**src/rtl/eprom_reader_if.sv**
```systemverilog
// Bundles the command, byte-stream and 8755 socket signals of the EPROM
// read-back engine. master = the reader itself, slave = host plus socket.
interface eprom_reader_if;
    // command path
    logic        start;
    logic [10:0] start_addr;
    logic [11:0] count;
    logic        busy;
    logic        done;
    // byte stream to host / compare logic
    logic [7:0]  byte_data;
    logic [10:0] byte_addr;
    logic        byte_valid;
    logic        byte_ready;
    // 8755 socket pins
    logic [10:0] addr_dat;
    logic        ad_oe;
    logic        ale;
    logic        rd_n;
    logic        ce;
    logic [7:0]  data_in;

    modport master (
        input  start, start_addr, count, byte_ready, data_in,
        output busy, done, byte_data, byte_addr, byte_valid,
               addr_dat, ad_oe, ale, rd_n, ce
    );

    modport slave (
        output start, start_addr, count, byte_ready, data_in,
        input  busy, done, byte_data, byte_addr, byte_valid,
               addr_dat, ad_oe, ale, rd_n, ce
    );
endinterface

```
**src/rtl/eprom_reader.sv**
```systemverilog
// Read-back engine for an 8755 EPROM on the multiplexed AD bus. For each
// byte it drives the address with ALE, releases AD7-0, strobes RD_N, samples
// the byte and hands it with its address to the host over valid/ready.
// All outputs are registered; each transition loads the values the target
// state needs, so the socket pins never glitch between states.
module eprom_reader #(
    parameter int ALE_CYC = 2,
    parameter int RD_CYC  = 4
) (
    input  logic           clk,
    input  logic           rst,
    eprom_reader_if.master bus
);
    localparam int MAX_CYC = (ALE_CYC > RD_CYC) ? ALE_CYC : RD_CYC;
    localparam int CW      = (MAX_CYC > 1) ? $clog2(MAX_CYC) : 1;

    typedef enum logic [2:0] {IDLE, ADDR, HOLD, READ, OUT, FIN} state_t;

    state_t      state_reg;
    logic [CW-1:0] cnt_reg;
    logic [10:0] cur_addr_reg;
    logic [11:0] remaining_reg;

    // Burst sequencer with registered bus and stream outputs
    always_ff @(posedge clk or posedge rst) begin
        if (rst) begin
            state_reg      <= IDLE;
            cnt_reg        <= '0;
            cur_addr_reg   <= '0;
            remaining_reg  <= '0;
            bus.busy       <= 1'b0;
            bus.done       <= 1'b0;
            bus.byte_valid <= 1'b0;
            bus.byte_data  <= '0;
            bus.byte_addr  <= '0;
            bus.addr_dat   <= '0;
            bus.ad_oe      <= 1'b0;
            bus.ale        <= 1'b0;
            bus.rd_n       <= 1'b1;
            bus.ce         <= 1'b0;
        end else begin
            case (state_reg)
                IDLE: begin
                    if (bus.start) begin
                        cur_addr_reg  <= bus.start_addr;
                        remaining_reg <= bus.count;
                        if (bus.count == 12'd0) begin
                            // empty burst: report completion without touching the socket
                            state_reg <= FIN;
                            bus.done  <= 1'b1;
                        end else begin
                            state_reg    <= ADDR;
                            bus.busy     <= 1'b1;
                            bus.ce       <= 1'b1;
                            bus.ad_oe    <= 1'b1;
                            bus.ale      <= 1'b1;
                            bus.addr_dat <= bus.start_addr;
                            cnt_reg      <= CW'(ALE_CYC - 1);
                        end
                    end
                end
                ADDR: begin
                    if (cnt_reg == '0) begin
                        // ALE falls, address stays on the pins for hold time
                        state_reg <= HOLD;
                        bus.ale   <= 1'b0;
                    end else begin
                        cnt_reg <= cnt_reg - 1'b1;
                    end
                end
                HOLD: begin
                    // release AD7-0 on the same edge RD_N goes low
                    state_reg <= READ;
                    bus.ad_oe <= 1'b0;
                    bus.rd_n  <= 1'b0;
                    cnt_reg   <= CW'(RD_CYC - 1);
                end
                READ: begin
                    if (cnt_reg == '0) begin
                        state_reg      <= OUT;
                        bus.rd_n       <= 1'b1;
                        bus.byte_data  <= bus.data_in;
                        bus.byte_addr  <= cur_addr_reg;
                        bus.byte_valid <= 1'b1;
                    end else begin
                        cnt_reg <= cnt_reg - 1'b1;
                    end
                end
                OUT: begin
                    if (bus.byte_ready) begin
                        bus.byte_valid <= 1'b0;
                        remaining_reg  <= remaining_reg - 12'd1;
                        cur_addr_reg   <= cur_addr_reg + 11'd1;
                        if (remaining_reg == 12'd1) begin
                            state_reg <= FIN;
                            bus.done  <= 1'b1;
                            bus.busy  <= 1'b0;
                            bus.ce    <= 1'b0;
                        end else begin
                            state_reg    <= ADDR;
                            bus.ad_oe    <= 1'b1;
                            bus.ale      <= 1'b1;
                            bus.addr_dat <= cur_addr_reg + 11'd1;
                            cnt_reg      <= CW'(ALE_CYC - 1);
                        end
                    end
                end
                FIN: begin
                    state_reg <= IDLE;
                    bus.done  <= 1'b0;
                end
                default: begin
                    state_reg <= IDLE;
                end
            endcase
        end
    end
endmodule
```
**src/flat_wrapper.sv**
```systemverilog
// flat-port wrapper written by rule: the top's interface ports become plain ports
module eprom_reader_flat 
#(
    parameter int ALE_CYC = 2,
    parameter int RD_CYC  = 4
)
  (clk, rst, bus_start, bus_start_addr, bus_count, bus_byte_ready, bus_data_in, bus_busy, bus_done, bus_byte_data, bus_byte_addr, bus_byte_valid, bus_addr_dat, bus_ad_oe, bus_ale, bus_rd_n, bus_ce);
  eprom_reader_if bus_i ();
  input  logic clk;
  input  logic rst;
  input wire logic [$bits(bus_i.start)-1:0] bus_start;
  input wire logic [$bits(bus_i.start_addr)-1:0] bus_start_addr;
  input wire logic [$bits(bus_i.count)-1:0] bus_count;
  input wire logic [$bits(bus_i.byte_ready)-1:0] bus_byte_ready;
  input wire logic [$bits(bus_i.data_in)-1:0] bus_data_in;
  output wire logic [$bits(bus_i.busy)-1:0] bus_busy;
  output wire logic [$bits(bus_i.done)-1:0] bus_done;
  output wire logic [$bits(bus_i.byte_data)-1:0] bus_byte_data;
  output wire logic [$bits(bus_i.byte_addr)-1:0] bus_byte_addr;
  output wire logic [$bits(bus_i.byte_valid)-1:0] bus_byte_valid;
  output wire logic [$bits(bus_i.addr_dat)-1:0] bus_addr_dat;
  output wire logic [$bits(bus_i.ad_oe)-1:0] bus_ad_oe;
  output wire logic [$bits(bus_i.ale)-1:0] bus_ale;
  output wire logic [$bits(bus_i.rd_n)-1:0] bus_rd_n;
  output wire logic [$bits(bus_i.ce)-1:0] bus_ce;
  assign bus_i.start = bus_start;
  assign bus_i.start_addr = bus_start_addr;
  assign bus_i.count = bus_count;
  assign bus_i.byte_ready = bus_byte_ready;
  assign bus_i.data_in = bus_data_in;
  assign bus_busy = bus_i.busy;
  assign bus_done = bus_i.done;
  assign bus_byte_data = bus_i.byte_data;
  assign bus_byte_addr = bus_i.byte_addr;
  assign bus_byte_valid = bus_i.byte_valid;
  assign bus_addr_dat = bus_i.addr_dat;
  assign bus_ad_oe = bus_i.ad_oe;
  assign bus_ale = bus_i.ale;
  assign bus_rd_n = bus_i.rd_n;
  assign bus_ce = bus_i.ce;
  eprom_reader #(.ALE_CYC(ALE_CYC), .RD_CYC(RD_CYC)) u_core (.clk(clk), .rst(rst), .bus(bus_i));
endmodule
```
**config.mk**
```make
export PLATFORM = sky130hd
export DESIGN_NAME = eprom_reader_flat
export DESIGN_NICKNAME = d
export VERILOG_FILES = /design/src/rtl/eprom_reader_if.sv /design/src/rtl/eprom_reader.sv /design/src/flat_wrapper.sv
export SDC_FILE = /design/constraint.sdc
export NUM_CORES = 1
export LEC_CHECK = 0
export ABC_AREA = 1
export CORE_ASPECT_RATIO = 0.8
export CORE_MARGIN = 2
export CORE_UTILIZATION = 45
export DETAILED_ROUTE_END_ITERATION = 10
export PLACE_DENSITY = 0.74
export SLEW_MARGIN = 0
export SYNTH_ARGS = -nofsm -noshare
export SYNTH_HDL_FRONTEND = slang
export SYNTH_SLANG_ARGS = --single-unit
```
**constraint.sdc**
```tcl
create_clock -name clk -period 2.5 [get_ports clk]
set_input_delay 0.375 -clock clk [delete_from_list [all_inputs] [get_ports clk]]
set_output_delay 0.375 -clock clk [all_outputs]
set_load 0.005 [all_outputs]
```
==> results.yml <==
outcome:
  outcome: "finished clean"
finish:
  diodes: 0
  drive_gt1_share_pct: 10.6
  largest_register_ffs: 12
  mostFrequentLayoutCell: "nand2_1"
  fin_cells: 592
  fillCellCount: 631
  design.final.nets: 536
  area_delta_synth_final_pct: 30.5
  post-route-util_pct: 59.9
  most_frequent_cells_in_the_layout: "128 x nand2_1, 71 x clkdlybuf4s50_1, 63 x dfrtp_1"
detailed_routing:
  route.antenna.remaining_nets: 0
  route.detailed.drc: 0
  post_dr_wirelength_cell_um: 13.6
  first_pass_iters: 4
  drt-initial-drc-count: 192
  vias: 3053
  vias_per_cell: 5.16
  detail_route.wirelength_um: 8020
sta:
  slew_viol_final: 0
  final.min_clock_period_ns: 1.90
  fin_setup_tns_ns: 0
  setup_repair_after_global_routing_missed_its_margin: "false"
  max_clock_freq_mhz: 526
  clock_skew_ns: 0.00728
  post-route-period-util_pct: 76.0
  count_of_endpoints_failing_setup_in_the_final_report: 0
  finalHoldViolations: 0
  timing_worst_slew_pin_value_ns: 0.678
  timing.max_slew.rel_slack_pct: 54.7
  final_critical_path_setup_slack_ns: 0.599
yosys:
  synthXorXnorAreaFrac_pct: 0.524
  syn-cell-area_um2: 3350
  synth_largest_type_area_fraction_pct: 47.1
  synth_sequential_area_ratio_pct: 47.9
  yosysTopAreaCell: "dfrtp_1"
  post_synthesis_net_count: 460
  synth_compound_area_share_pct: 12.0
  synth_seq_cells: 64
  post_synth.cell_area_avg_um2: 7.95
  yosysWarningCount: 0
  post_synth_num_cell_types: 32
  synth.area.top_cells: "dfrtp_1 47%, nand2_1 14%, o21ai_0 8.5%"
  main_combinational_cell_family_by_area_after_synthesis: "simple AND/OR/NAND/NOR gates"
  adder_cell_share_of_the_synthesized_area_pct: 1.50
  synthMuxAreaShare_pct: 5.09
  post_synth_and_or_nand_nor_area_fraction_pct: 25.2
  syn_inst: 421
global_routing:
  wire_length_of_the_first_global_routing_pass_um: 13000
  number_of_global_route_vias_before_repair: 2774
  grt_antenna_before_repair: 0
  grt_use_total_pct: 20.5
  grt_max_degree: 31
  global_route.overflow_total: 0
clock_network:
  tritoncts: "done"
  clkTransAtPathRegs_ns: 0.08
  ctsHoldBuffers: 0
  cts_setup_buffers: 0
  cts_resized: 0
  numClockSinks: 64
  cts-htree-levels: 3
  tritoncts_buffer_count: 9
  clk_root_buffer_cell: "clkbuf_8"
  clk-insertion-delay-late_ns: 0.34
  number_of_buffers_between_clock_root_and_the_deepest_sink: 2
critical_path:
  timing.rr.end: "u_core.bus.addr_dat[5]"
  setup.worst_path.end_class: "flop"
  slowest_delay_ns: 0.46
  timing.critical_path.arrival_ns: 2.18
  instance_count_on_the_critical_path: 9
  worstPathBufferInverterCount: 2
  worst-path-max-fanout: 28
  critical_path.startpoint_type: "flop"
  timing.rr.start: "u_core.state_reg[0]"
  timing.setup.critical_path_class: "flop to flop"
  r2r.worst_path.cells: 9
  r2r_setup_slack_ns: 0.60
  required_ns: 2.78
  most_frequent_cell_on_critical_path: "nand2_1"
  cpMaxStageDelayCell: "dfrtp_1"
  timing.critical_path.cells: "nor2_4 -> nand2_1 -> inv_2 -> nand2_2 -> nand2_1 -> nand2_4 -> inv_2 -> nand2_1 -> nand2_1"
  cp_top_family: "simple AND/OR/NAND/NOR gates"
min_path:
  hold_class: "input pin to asynchronous set/reset pin"
power_and_ir_drop:
  power_density_nw_per_um2: 1230
  peak_supply_drop_v: 0.000450
  p_leak_nw: 2.11
place:
  finalWeightedCongestion: 0.901
  hpwl_um: 5880
  placed_cells: 576
  detailedPlace.worstSlack_ns: 0.495
  port-buffer-count: 71
flow_run:
  maxCapViolations: 0
floorplan:
  die_height_um: 81.1
  number_of_placement_rows: 28
  io-pin-count: 72
  initial_core_util_pct: 45.9
  placeableCoreArea_um2: 7290
  floorplan.die_area_um2: 8140
  die-width_um: 100
==> worst max-delay path by stage <==
stage                              from  slack (ns)                     end
floorplan                           rst        0.53        u_core.bus.ad_oe
global placement           bus_count[5]        0.56  u_core.bus.addr_dat[3]
detailed placement         bus_count[5]        0.50  u_core.bus.addr_dat[8]
CTS                 u_core.state_reg[0]        0.59  u_core.bus.addr_dat[2]
global route        u_core.state_reg[0]        0.37  u_core.bus.addr_dat[5]
finish              u_core.state_reg[0]        0.60  u_core.bus.addr_dat[5]
==> per-stage QoR <==
step                hold WS [ns]  cell area [um2]  power (mW)
CTS                        0.455             4370        5.40
global placement           0.457             4150        4.33
detailed placement         0.460             4150        4.40
global route               0.475             4370        5.83
finish                     0.423             4370        5.38
floorplan                  0.453             3350        3.40
==> cell usage after synthesis <==
| cell | number |
|---|---|
| mux2_4 | 10 |
| o21ai_0 | 57 |
| ha_1 | 4 |
| mux2i_1 | 2 |
| nand3_1 | 28 |
| o21a_1 | 1 |
| nand2_4 | 1 |
| nand3_2 | 2 |
| a21oi_1 | 10 |
| clkbuf_1 | 4 |
| nand2_1 | 128 |
| a21boi_0 | 1 |
| inv_1 | 41 |
| o22ai_1 | 1 |
| nor3_1 | 3 |
| nor2_4 | 3 |
| a31oi_1 | 1 |
| xor2_1 | 2 |
| buf_4 | 1 |
| o211ai_1 | 2 |
| inv_2 | 9 |
| a211oi_1 | 1 |
| o21bai_1 | 1 |
| buf_6 | 2 |
| dfrtp_1 | 63 |
| nand4_1 | 1 |
| nor2_1 | 31 |
| nor2_2 | 1 |
| dfstp_2 | 1 |
| o31ai_1 | 1 |
| nand2_2 | 2 |
| buf_2 | 6 |
==> cell families after synthesis <==
kind of cell	count (synthesis)
AO/OA/AOI/OAI	76
XOR/XNOR	2
adder cells (fa/ha/maj)	4
buffers and inverters	63
flip-flops	64
multiplexers	12
AND/OR/NAND/NOR	200
==> power breakdown <==
group          total, mW  switching (mW)  leakage [nW]  internal (mW)
logic               2.43            1.26          1.22           1.18
registers           1.96           0.401         0.775           1.56
clock network      0.982           0.420         0.110          0.562
total               5.38            2.08          2.11           3.30
==> area by class of cell <==
type	instances	area, um2	share of cell area, %
inverter	50	188	4.30
sequential	64	1600	36.7
tap	90	113	2.58
clock buffer	9	124	2.84
timing repair buffer	78	763	17.5
clock inverter	7	95.1	2.18
multi-input combinational	294	1480	33.9
==> routing by layer <==
metal	wire length, um	vias to the layer above	share of wire [%]	global-route usage [%]
li1	-	1500	-	-
met4	82	0	1.0	4.93
met3	541	9	6.7	5.68
met2	3540	111	44	31.7
met5	0	-	0	0
met1	3860	1433	48	28.8
Power figures use the tool's default switching activity.
